===== config.mk =====
export PLATFORM = sky130hd
export DESIGN_NAME = pwm_multi
export DESIGN_NICKNAME = d
export VERILOG_FILES = /design/src/rtl/pwm_pkg.sv /design/src/rtl/pwm_deadtime.sv /design/src/rtl/pwm_multi.sv
export SDC_FILE = /design/constraint.sdc
export NUM_CORES = 1
export LEC_CHECK = 0
export CAP_MARGIN = 20
export CORE_MARGIN = 10
export CORE_UTILIZATION = 35
export DETAILED_ROUTE_END_ITERATION = 8
export GPL_ROUTABILITY_DRIVEN = 0
export PLACE_DENSITY = 0.56
export RECOVER_POWER = 100
export SETUP_SLACK_MARGIN = 0.4
export SYNTH_ARGS = -nofsm -noshare
export SYNTH_HDL_FRONTEND = slang
export SYNTH_SLANG_ARGS = --single-unit

===== constraint.sdc =====
create_clock -name clk -period 4 [get_ports clk]
set_clock_uncertainty 0.2 [all_clocks]
set_input_delay 1 -clock clk [delete_from_list [all_inputs] [get_ports clk]]
set_output_delay 1 -clock clk [all_outputs]
set_load 0.01 [all_outputs]

===== src/rtl/pwm_pkg.sv =====
// Shared types for the multi-channel PWM: counter mode, count direction and
// channel-index width helper.
package pwm_pkg;

    typedef enum logic {
        PWM_EDGE   = 1'b0,
        PWM_CENTER = 1'b1
    } mode_e;

    typedef enum logic {
        UP   = 1'b0,
        DOWN = 1'b1
    } dir_e;

    // A single-channel build still needs a one-bit write index.
    function automatic int ch_idx_w(input int ch);
        return (ch > 1) ? $clog2(ch) : 1;
    endfunction

endpackage


===== src/rtl/pwm_deadtime.sv =====
// Complementary output pair with delayed rising edges for one PWM channel.
// Only instantiated when PWM_DEADTIME_EN is defined.
module pwm_deadtime #(
    parameter int DT_W = 8
) (
    input  logic            clk,
    input  logic            rst,
    input  logic            en,
    input  logic            pwm_in,
    input  logic [DT_W-1:0] dead_time,
    output logic            pwm_out,
    output logic            pwm_out_n
);

    logic            level_q, level_d;
    logic [DT_W-1:0] run_q, run_d;
    logic            p_q, p_d;
    logic            n_q, n_d;

    // run counts how long the raw level has been stable; an output only rises
    // once that reaches dead_time, so short pulses never appear at all.
    always_comb begin
        level_d = pwm_in;
        run_d   = run_q;
        if (!en || (pwm_in != level_q)) begin
            run_d = '0;
        end else if (run_q != '1) begin
            run_d = run_q + 1'b1;
        end
        p_d = en &&  pwm_in && (run_d >= dead_time);
        n_d = en && !pwm_in && (run_d >= dead_time);
    end

    always_ff @(posedge clk or negedge rst) begin
        if (!rst) begin
            level_q <= 1'b0;
            run_q   <= '0;
            p_q     <= 1'b0;
            n_q     <= 1'b0;
        end else begin
            level_q <= level_d;
            run_q   <= run_d;
            p_q     <= p_d;
            n_q     <= n_d;
        end
    end

    assign pwm_out   = p_q;
    assign pwm_out_n = n_q;

endmodule


===== src/rtl/pwm_multi.sv =====
// CH-channel PWM sharing one edge/center-aligned counter, with duty/period
// double-buffered to the period boundary. Define PWM_DEADTIME_EN for outputs with dead time.
module pwm_multi
    import pwm_pkg::*;
#(
    parameter int CH   = 4,
    parameter int W    = 32,
    parameter int DT_W = 8
) (
    input  logic                      clk,
    input  logic                      rst,
    input  logic                      en,
    input  logic [W-1:0]              period,
    input  logic                      center,
    input  logic                      wr_en,
    input  logic [ch_idx_w(CH)-1:0]   wr_ch,
    input  logic [W-1:0]              wr_duty,
`ifdef PWM_DEADTIME_EN
    input  logic [DT_W-1:0]           dead_time,
    output logic [CH-1:0]             pwm_out_n,
`endif
    output logic [CH-1:0]             pwm_out,
    output logic                      period_tick,
    output logic [W-1:0]              cnt_o
);

    logic [W-1:0] cnt_q, cnt_d;
    logic [W-1:0] period_act_q, period_act_d;
    dir_e         dir_q, dir_d;
    mode_e        mode_q, mode_d;
    logic [W-1:0] shadow_q   [CH];
    logic [W-1:0] shadow_d   [CH];
    logic [W-1:0] duty_act_q [CH];
    logic [W-1:0] duty_act_d [CH];
    logic         tick_q, tick_d;
    logic         boundary;
    logic         load;
    logic [CH-1:0] cmp;

    // Boundary is whenever the next count is the first 0 of a new period.
    always_comb begin
        cnt_d    = '0;
        dir_d    = UP;
        boundary = 1'b0;
        if (!en) begin
            cnt_d = '0;
        end else if (period_act_q == '0) begin
            boundary = 1'b1;
        end else if (mode_q == PWM_EDGE) begin
            if (cnt_q >= period_act_q) begin
                boundary = 1'b1;
            end else begin
                cnt_d = cnt_q + 1'b1;
            end
        end else begin
            if ((dir_q == UP) && (cnt_q < period_act_q)) begin
                cnt_d = cnt_q + 1'b1;
            end else if (cnt_q == '0) begin
                cnt_d = W'(1);
            end else begin
                cnt_d    = cnt_q - 1'b1;
                dir_d    = (cnt_q == W'(1)) ? UP : DOWN;
                boundary = (cnt_q == W'(1));
            end
        end
    end

    assign load = !en || boundary;

    always_comb begin
        shadow_d     = shadow_q;
        duty_act_d   = duty_act_q;
        period_act_d = period_act_q;
        mode_d       = mode_q;
        for (int i = 0; i < CH; i++) begin
            if (wr_en && (int'(wr_ch) == i)) begin
                shadow_d[i] = wr_duty;
            end
        end
        // Active side takes the pre-edge shadow, so a coincident write waits a period.
        if (load) begin
            duty_act_d   = shadow_q;
            period_act_d = period;
            mode_d       = center ? PWM_CENTER : PWM_EDGE;
        end
        tick_d = en && boundary;
        for (int i = 0; i < CH; i++) begin
            cmp[i] = en && (duty_act_q[i] > cnt_q);
        end
    end

    always_ff @(posedge clk or negedge rst) begin
        if (!rst) begin
            cnt_q        <= '0;
            dir_q        <= UP;
            period_act_q <= '0;
            mode_q       <= PWM_EDGE;
            shadow_q     <= '{default: '0};
            duty_act_q   <= '{default: '0};
            tick_q       <= 1'b0;
        end else begin
            cnt_q        <= cnt_d;
            dir_q        <= dir_d;
            period_act_q <= period_act_d;
            mode_q       <= mode_d;
            shadow_q     <= shadow_d;
            duty_act_q   <= duty_act_d;
            tick_q       <= tick_d;
        end
    end

`ifdef PWM_DEADTIME_EN
    logic [DT_W-1:0] dt_act_q, dt_act_d;

    always_comb begin
        dt_act_d = load ? dead_time : dt_act_q;
    end

    always_ff @(posedge clk or negedge rst) begin
        if (!rst) begin
            dt_act_q <= '0;
        end else begin
            dt_act_q <= dt_act_d;
        end
    end

    for (genvar g = 0; g < CH; g++) begin : g_dt
        pwm_deadtime #(.DT_W(DT_W)) u_dt (
            .clk       (clk),
            .rst       (rst),
            .en        (en),
            .pwm_in    (cmp[g]),
            .dead_time (dt_act_q),
            .pwm_out   (pwm_out[g]),
            .pwm_out_n (pwm_out_n[g])
        );
    end
`else
    logic [CH-1:0] pwm_q, pwm_d;

    always_comb begin
        pwm_d = cmp;
    end

    always_ff @(posedge clk or negedge rst) begin
        if (!rst) begin
            pwm_q <= '0;
        end else begin
            pwm_q <= pwm_d;
        end
    end

    assign pwm_out = pwm_q;
`endif

    assign period_tick = tick_q;
    assign cnt_o       = cnt_q;

endmodule

==> reports/qor.yml <==
irDropWorstVdd_mv: 0.243
cts_tree: "done"
rsz0062_at_grt: "false"
rows: 81
arrival_ns: 3.92
fp.dieArea_sq_um: 59400
drive_gt1_share_pct: 20.0
status: "complete, but fails checks"
critPathRequiredTime_ns: 4.22
cp_slowest_cell: "dfrtp_1"
grt_pass1_vias: 12597
nets: 1802
fp.coreArea_sq_um: 49300
clk_pin_slew_ns: 0.06
max-slew-margin-rel_pct: -39.2
ys_async_sr_fraction_pct: 100
register_area_sq_um: 8180
syn-num-nets: 1642
worst-path-max-fanout: 12
crit_chain: "ha_1 > nand4_1 > nor4_4 > or3b_1 > and4b_1 > buf_4 > nor2_4 > clkbuf_2 > a2bb2oi_1 > a211oi_1"
fp.dieW_um: 244
drt-initial-drc-count: 650
antenna_found_initial: 2
p_total_w: 0.00932
drt_first_pass_iters: 5
grtUsageTotal_pct: 15.6
postSynthCellCount: 1407
synth-simple-area-share_pct: 8.84
syn_to_final_growth_pct: 16.5
htreeDepth: 2
ioPinCount: 108
synth_enable_flop_cells: 0
netlist.area_leader.share_pct: 46.7
synth_area_sq_um: 17500
synth_compound_area_share_pct: 8.57
n_antenna_cell: 0
fin_ws_ns: 0.302
slew_viol_final: 281
min_path_type: "in2async"
powerDensity_nw_per_um2: 456
tns_ns: 0
grt_max_degree: 82
ys.flop_type: "dfrtp_1"
vias_per_cell: 5.32
hold_viol: 0
worstMarginPinSlew_ns: 2.09
worstSetupPathType: "reg2reg"
grt_pass1_wl_mm: 73.9
clock_insertion_delay_worst_skew_ns: 0.54
cts_buffers: 37
yosysWarnings: 0
cpPeakStageDelay_ns: 0.48
wl_mm: 47.0
cp_num_buf_inv: 2
setup_viol_count_final: 0
cts_root_buf: "clkbuf_16"
seq_area_frac_synth_pct: 46.7
initial_core_util_pct: 35.6
startpoint_type: "flop"
wl_per_cell_um: 20.9
synth_area_per_cell_sq_um: 12.5
vias: 11983
yosysTopAreaCell: "dfrtp_1"
antenna_left: 0
synth_top_family_by_area: "multiplexers"
multi_input_area_sq_um: 8460
yosys.area_share.xor_xnor_pct: 0.200
fp.dieH_um: 244
period_needed_ns: 3.70
portBuffers: 107
violations: "capacitance limit, slew limit"
ys_types: 65
synth_fa_ha_area_share_pct: 11.7
clock-sinks: 327
whs_ns: 0.185
postLayoutCoreUtil_pct: 41.5
clock_path_buffers: 3
cap_violations: 4
worstReg2RegStart: "cnt_o[29]$_DFF_PN0_"
post-dp-hpwl_mm: 33.6
remaining_drc_errors: 0
synth.area.top_cells: "dfrtp_1 (47%), mux2_2 (12%), ha_1 (12%)"
fin_crit_sh_pct: 92.4
grt_overflow: 0
synthMuxAreaShare_pct: 20.8
place_ws_ns: 0.208
crit_family: "simple AND/OR/NAND/NOR gates"
p_leak_nw: 8.95
synth_seq_cells: 327
n_fill_cell: 4778
endpoint_kind: "flop"
max_freq_ghz: 0.270
startpoint: "cnt_o[29]$_DFF_PN0_"
[per-stage QoR]
step	instances	area, sq um
final	2253	20400
after global routing	2253	20400
after CTS	2247	20800
after detailed placement	2185	19600
after global placement	2185	19600
after floorplan	1407	17500
[routing by layer]
metal	wire, um	vias up	global-route usage, %	part of all wire [%]
met1	22200	6010	21.1	47
li1	-	5582	-	-
met4	1380	4	5.13	2.9
met5	27	-	0	0.057
met2	21200	298	24.7	45
met3	2120	89	2.91	4.5
[state kept, by name, summed over array words and instances, names as in the netlist]
name,cells
period_tick,1
shadow_q,128
mode_q,1
cnt_o,32
dir_q,1
pwm_out,4
period_act_q,32
duty_act_q,128
[cells in the mapped netlist, drive strengths merged (11+ instances only)]
cell type and n:
a221oi 11, mux2 288, and3 16, clkbuf 23, nor4 18, nor2 36
dfrtp 327, nand4 46, o21a 19, nand3 28, nor2b 16, a21o 34
nand2 41, a21oi 55, ha 164, buf 26, nor3 41, inv 75
a211oi 18, o21ai 27
[worst reg2reg max path: cells and delay by family (launching register included)]
family | cells | cell delay, ns
compound gates | 2 | 0.41
buf+inv | 2 | 0.54
flops | 1 | 0.48
simple gates | 5 | 1.60
fa+ha+maj | 1 | 0.36
[report_power, final]
part | total (W) | switching [W] | internal (W)
registers | 0.00429 | 0.000385 | 0.00391
logic | 0.00182 | 0.000847 | 0.000973
clock network | 0.00321 | 0.00134 | 0.00187
total | 0.00932 | 0.00257 | 0.00675
[repair_timing]
| action | 4_1_cts | 5_1_grt |
|---|---|---|
| setup buffers | 0 | 4 |
| resized for setup | 4 | 15 |
| cloned | 1 | 2 |
| hold buffers | 0 | 0 |
| endpoints found under the setup margin | 170 | 178 |
| pin swaps | 1 | 2 |
[worst paths after layout]
path,end,slack [ns],cells past startpoint
max,cnt_o[5]$_DFF_PN0_,0.30,10
min,period_act_q[26]$_DFFE_PN0P_,0.19,1
max reg2reg,cnt_o[5]$_DFF_PN0_,0.30,10
min reg2reg,duty_act_q[99]$_DFFE_PN0P_,0.28,1
max in group asynchronous,duty_act_q[110]$_DFFE_PN0P_,1.09,2
min in group clk,duty_act_q[99]$_DFFE_PN0P_,0.28,1
[logic make-up after synthesis]
| family | count (synthesis) |
|---|---|
| adder cells (fa/ha/maj) | 164 |
| AND/OR/NAND/NOR | 279 |
| flip-flops | 327 |
| buffers and inverters | 124 |
| multiplexers | 291 |
| AO/OA/AOI/OAI | 218 |
| XOR/XNOR | 4 |
[placed cells by master, fill, tap and decap left out, types with 6 or more instances in the layout]
cell             instances
a211oi_1                18
a21o_1                  34
a21oi_1                 54
a221oi_1                11
and3_1                  16
and4_1                   7
buf_4                   42
clkbuf_1                13
clkbuf_16               38
clkbuf_2                 9
clkbuf_8                 6
clkdlybuf4s50_1         68
clkinv_2                 8
dfrtp_1                327
dlygate4sd3_1           38
ha_1                   164
inv_1                   75
mux2_1                  97
mux2_2                 188
nand2_1                 40
nand3_1                 27
nand4_1                 46
nor2_1                  34
nor2b_1                 16
nor3_1                  40
nor3b_1                  7
nor4_1                  16
o2111ai_1                6
o21a_1                  19
o21ai_0                 27
o31ai_1                  6
[layout make-up]
type	count	area share [%]
multi-input combinational	956	41.4
tap	664	4.07
inverter	75	1.38
clock inverter	11	0.416
timing repair buffer	170	7.64
sequential	327	40.0
clock buffer	50	5.06
Power figures use the tool's default switching activity.
